<file path="src/rtl/regfile_seq.sv">
// regfile_seq: one-command-at-a-time sequencer for the 8-entry register file,
// handshaking with the ALU and memory and reporting busy/done/err.
module regfile_seq #(
    parameter int TIMEOUT = 15,
    parameter int CNT_W   = 4
) (
    input  logic       clk,
    input  logic       clr_n,
    input  logic       start,
    input  logic [2:0] op,
    input  logic [2:0] rd,
    input  logic [2:0] rs,
    input  logic       alu_done,
    input  logic       mem_ack,
    output logic       rf_clr,
    output logic       rf_we,
    output logic [2:0] rf_mux_sel,
    output logic [2:0] rf_read_seg,
    output logic [2:0] rf_write_seg,
    output logic       alu_go,
    output logic       mem_req,
    output logic       busy,
    output logic       done,
    output logic       err
);
    typedef enum logic [2:0] {INIT, IDLE, RD, ALU_WAIT, MEM_WAIT, WB, FIN} state_t;

    state_t           state, next;
    logic [2:0]       op_q, rd_q;
    logic [CNT_W-1:0] cnt;
    logic             err_q, waiting, acked, expired;

    always_comb begin
        next    = state;
        waiting = state == ALU_WAIT || state == MEM_WAIT;
        acked   = (state == ALU_WAIT && alu_done) || (state == MEM_WAIT && mem_ack);
        expired = cnt == CNT_W'(TIMEOUT - 1);
        case (state)
            INIT:     next = rf_clr ? IDLE : INIT;
            IDLE:     if (start) next = op == 3'd3 ? RD : op == 3'd6 ? MEM_WAIT : op == 3'd7 ? FIN : WB;
            RD:       next = ALU_WAIT;
            ALU_WAIT,
            MEM_WAIT: next = acked ? WB : expired ? FIN : state;
            WB:       next = FIN;
            FIN:      next = IDLE;
            default:  next = INIT;
        endcase
    end

    // rf_clr is registered so it stays low while reset is held and pulses once after release
    always_ff @(posedge clk or negedge clr_n) begin
        if (!clr_n) begin
            state       <= INIT;
            cnt         <= '0;
            op_q        <= '0;
            rd_q        <= '0;
            err_q       <= 1'b0;
            rf_clr      <= 1'b0;
            rf_read_seg <= '0;
        end else begin
            state  <= next;
            rf_clr <= state == INIT && !rf_clr;
            cnt    <= waiting ? cnt + 1'b1 : '0;
            err_q  <= next == FIN && state != WB;
            if (state == IDLE && start) begin
                op_q <= op;
                rd_q <= rd;
            end
            if (next == RD && state == IDLE) rf_read_seg <= rs;
        end
    end

    assign rf_we        = state == WB;
    assign rf_mux_sel   = state == WB ? op_q : 3'b111;
    assign rf_write_seg = state == WB && op_q != 3'd4 && op_q != 3'd5 ? rd_q : 3'd0;
    assign alu_go       = state == RD;
    assign mem_req      = state == MEM_WAIT;
    assign busy         = state != IDLE;
    assign done         = state == FIN;
    assign err          = err_q;
endmodule

</file>
<file path="config.mk">
export PLATFORM = sky130hd
export DESIGN_NAME = regfile_seq
export DESIGN_NICKNAME = d
export VERILOG_FILES = /design/src/rtl/regfile_seq.sv
export SDC_FILE = /design/constraint.sdc
export NUM_CORES = 1
export LEC_CHECK = 0
export ABC_AREA = 1
export ABC_CLOCK_PERIOD_IN_PS = 2050
export BUFFER_PORTS_ARGS = -buffer_cell sky130_fd_sc_hd__buf_2
export CORE_UTILIZATION = 40
export DETAILED_ROUTE_END_ITERATION = 10
export PLACE_DENSITY_LB_ADDON = 0.2
export SLEW_MARGIN = 20
export SYNTH_ARGS = -nofsm -noshare
export SYNTH_HDL_FRONTEND = slang
export SYNTH_SLANG_ARGS = --single-unit
</file>
<file path="constraint.sdc">
create_clock -name clk -period 2.05 [get_ports clk]
set_clock_uncertainty 0.15 [all_clocks]
set_input_delay 0 -clock clk [delete_from_list [all_inputs] [get_ports clk]]
set_output_delay 0 -clock clk [all_outputs]
set_load 0.02 [all_outputs]
</file>
==> run summary <==
### Run status
- **result of the run** complete, no violations

### Pwr
- **P per Cell Area** 1240 mW/mm2
- **share of power burned in combinational logic** 0.472
- **fraction of power consumed by sequential logic** 0.389
- **fraction of power spent switching nets** 0.446
- **Static Leakage** 0.717 nW
- **Clock Power Share** 0.139
- **Net Switching** 0.693 mW
- **Peak supply drop** 0.000637 V
- **internal power of the cells** 0.860 mW

### Clocking
- **buffer depth of the longest clock path** 2
- **TritonCTS clock tree** yes
- **number of buffers created by CTS** 3
- **Skew-Pair Late Insertion Delay** 0.29 ns
- **root cell of the clock tree** sky130_fd_sc_hd__clkbuf_4
- **Setup Fix Bufs, Post-CTS** 0
- **total number of H-tree levels** 1
- **Clock Pin Slew Worst Setup and Hold Paths** 0.10 ns
- **clock tree sinks** 18

### Floorplanning
- **placeable core area** 0.00221 mm2
- **die width** 50.3 um
- **die outline area** 0.00253 mm2
- **Top-Level Pins** 30
- **placement row count** 17
- **Die Y** 50.3 um
- **initial standard-cell utilization of the core** 0.421

### Logic synthesis
- **number of warning messages in the yosys log** 0
- **synthesized area divided by synthesized cell count** 7.77 um2
- **distinct cell type count after synthesis** 19
- **area share of the leading cell type in the synthesized netlist** 0.483
- **top cell types by occurrence after synthesis** sky130_fd_sc_hd__nand2_1 (29), sky130_fd_sc_hd__dfrtp_1 (18), sky130_fd_sc_hd__inv_1 (18), sky130_fd_sc_hd__nand3_1 (15), sky130_fd_sc_hd__nor2_1 (14)
- **most area-consuming cells after synthesis** sky130_fd_sc_hd__dfrtp_1 (48%), sky130_fd_sc_hd__nand2_1 (12%), sky130_fd_sc_hd__nand3_1 (8.1%), sky130_fd_sc_hd__inv_1 (7.2%), sky130_fd_sc_hd__nor2_1 (5.6%)
- **number of synthesized flops with an enable pin** 0
- **gate count of the mapped netlist** 120
- **most common cell in the netlist** sky130_fd_sc_hd__nand2_1
- **fraction of synthesis flops using an asynchronous set or reset pin** 1.00
- **combined area of all synthesized cells** 932 um2
- **net count of the mapped netlist** 136
- **flops & latches, synth** 18
- **leading register cell type out of synthesis** sky130_fd_sc_hd__dfrtp_1
- **share of synthesized area occupied by flip-flops and latches** 0.483
- **Synth area leader** sky130_fd_sc_hd__dfrtp_1

### STA
- **fmax** 551 MHz
- **ratio of final minimum period to clock period** 0.886
- **total count of hold-check failures in the final report** 0
- **RSZ-0062 raised after global routing** false
- **actual slew at the worst max-slew pin** 0.401 ns
- **Setup Viol. Count Final** 0
- **Max-Slew Margin vs Limit** 0.733
- **final sum of negative setup slack** 0 ns
- **time the worst path needs with I/O delays and setup** 1.82 ns
- **Final Slew Violations** 0
- **final worst-path setup slack** 0.234 ns
- **tightest hold margin** 0.00257 ns

### Placed design
- **Post-Place Setup Slack** 0.237 ns
- **post-detailed-placement cell area** 0.00111 mm2
- **weighted congestion at the end of routability-driven global placement** 0.792
- **total placed cells including tap cells** 176
- **HPWL reported at the end of detailed placement** 1.59 mm
- **count of port buffers added during placement** 29

### Routing
- **total number of vias** 934
- **1st-iter DRT viols** 20
- **overall routed net length** 2.17 mm
- **number of nets with antenna violations after detailed routing** 0
- **TritonRoute pass-1 iters** 5
- **DRC errors left** 0
- **wire length per cell** 11.4 um
- **routed vias/inst** 4.89

### Setup path
- **class of the most critical setup path** register to register
- **worst-path cell chain** inv_1, ha_1, nand3_1, nand2_1, inv_1, nand3_1, a21oi_1, nand3_1, nand2_1, nand2_1
- **slowest stage cell, crit path** sky130_fd_sc_hd__dfrtp_1
- **CP top delay family** simple AND/OR/NAND/NOR gates
- **arrival time at the worst endpoint** 1.86 ns
- **type of destination of the critical path** register
- **highest net fanout along the worst path** 5
- **required time at the worst-slack endpoint** 2.10 ns
- **buffer and inverter count on the worst path** 2
- **Worst path max stage delay** 0.40 ns
- **CP startpoint kind** register

### GRT
- **antenna violations before repair** 0
- **number of global-route vias before repair** 892
- **wire length of the first global-routing pass** 3.59 mm
- **overall global routing resource usage** 0.193
- **sum of overflow across all layers after global routing** 0
- **maximum number of pins on one net before global-route repair** 19

### Finish
- **area of all placed cells without fillers** 0.00125 mm2
- **area grow syn2layout** 34.6%
- **share of post-route cells with drive strength above 1** 0.258
- **Net count, final** 180
- **number of non-filler instances in the completed layout** 191
- **Ant. Diodes** 0

### Job
- **reported max-cap violation count** 0

### Min path
- **path type of the worst min-delay path** primary input to async pin

-- worst reg2reg max path, stage by stage (launching register included) --
cell and delay, ns:
sky130_fd_sc_hd__dfrtp_1 0.40, sky130_fd_sc_hd__inv_1 0.06, sky130_fd_sc_hd__ha_1 0.19, sky130_fd_sc_hd__nand3_1 0.12, sky130_fd_sc_hd__nand2_1 0.06, sky130_fd_sc_hd__inv_1 0.05, sky130_fd_sc_hd__nand3_1 0.06, sky130_fd_sc_hd__a21oi_1 0.32
sky130_fd_sc_hd__nand3_1 0.19, sky130_fd_sc_hd__nand2_1 0.09, sky130_fd_sc_hd__nand2_1 0.05
-- placed cells by master, fill, tap and decap left out, types with 2 or more instances in the layout --
cell                            count
sky130_fd_sc_hd__nand2_1           29
sky130_fd_sc_hd__buf_2             29
sky130_fd_sc_hd__inv_1             18
sky130_fd_sc_hd__dfrtp_1           17
sky130_fd_sc_hd__nand3_1           15
sky130_fd_sc_hd__nor2_1            14
sky130_fd_sc_hd__dlygate4sd3_1     11
sky130_fd_sc_hd__a21oi_1            6
sky130_fd_sc_hd__o21ai_0            3
sky130_fd_sc_hd__clkbuf_4           3
sky130_fd_sc_hd__nand4_1            2
sky130_fd_sc_hd__or2_2              2
sky130_fd_sc_hd__mux2_2             2
sky130_fd_sc_hd__ha_1               2
-- power by group through the flow --
stage / sequential (mW) / clock, mW / combinational (mW)
6_report: 0.604 / 0.216 / 0.732
5_1_grt: 0.618 / 0.241 / 0.834
4_1_cts: 0.601 / 0.222 / 0.741
3_5_place_dp: 0.606 / 0 / 0.724
3_3_place_gp: 0.600 / 0 / 0.700
2_1_floorplan: 0.617 / 0 / 0.499
-- metal layers --
layer,global-route usage,vias to the layer above,wire (um)
met5,0,-,0
met4,0.138,0,67
met3,0.0364,7,79
met2,0.336,26,1110
met1,0.207,436,920
li1,-,465,-
-- repair_timing --
action	in CTS	in global routing
resized for setup	0	2
hold buffers	11	0
endpoints found under the hold margin	27	0
setup endpoints to repair	0	3
-- area by class of cell --
cell class	instances	area (um2)
clock buffer	4	36.3
fill	220	957
inverter	19	71.3
multi-input combinational	82	405
sequential	18	452
tap	28	35.0
timing repair buffer	40	255
-- through the flow --
stage | power, mW | util
floorplan | 1.12 | -
global placement | 1.30 | 0.501
detailed placement | 1.33 | 0.501
CTS | 1.56 | 0.567
global route | 1.69 | 0.567
finish | 1.55 | 0.567
-- path summary, 6_finish.rpt --
kind                       startpoint              to  cells past startpoint  slack (ns)
hold reg to reg                rf_clr          rf_clr                      1        0.32
max in group asynchronous       clr_n        state[0]                      2        1.44
setup reg to reg               cnt[0]  rf_read_seg[0]                     10        0.23
setup / recovery               cnt[0]  rf_read_seg[0]                     10        0.23
hold / removal                  clr_n          rf_clr                      2       0.003
min in group clk              mem_ack        state[1]                      6        0.06
-- cells by family (layout without fill, tap and decap cells) --
group                    count (synthesis)  in the layout  synth area share
adder cells (fa/ha/maj)                  2              2            0.0268
AO/OA/AOI/OAI                           10             10            0.0537
multiplexers                             2              2            0.0242
buffers and inverters                   20             63            0.0819
AND/OR/NAND/NOR                         66             66             0.311
flip-flops                              18             18             0.483
XOR/XNOR                                 2              2            0.0188
-- registers in the layout, indices dropped and copies added (netlist names) --
| register | count |
|---|---|
| cnt | 4 |
| op_q | 3 |
| rd_q | 3 |
| rf_read_seg | 3 |
| state | 3 |
| err | 1 |
| rf_clr | 1 |
(Power assumes the default switching activity.)
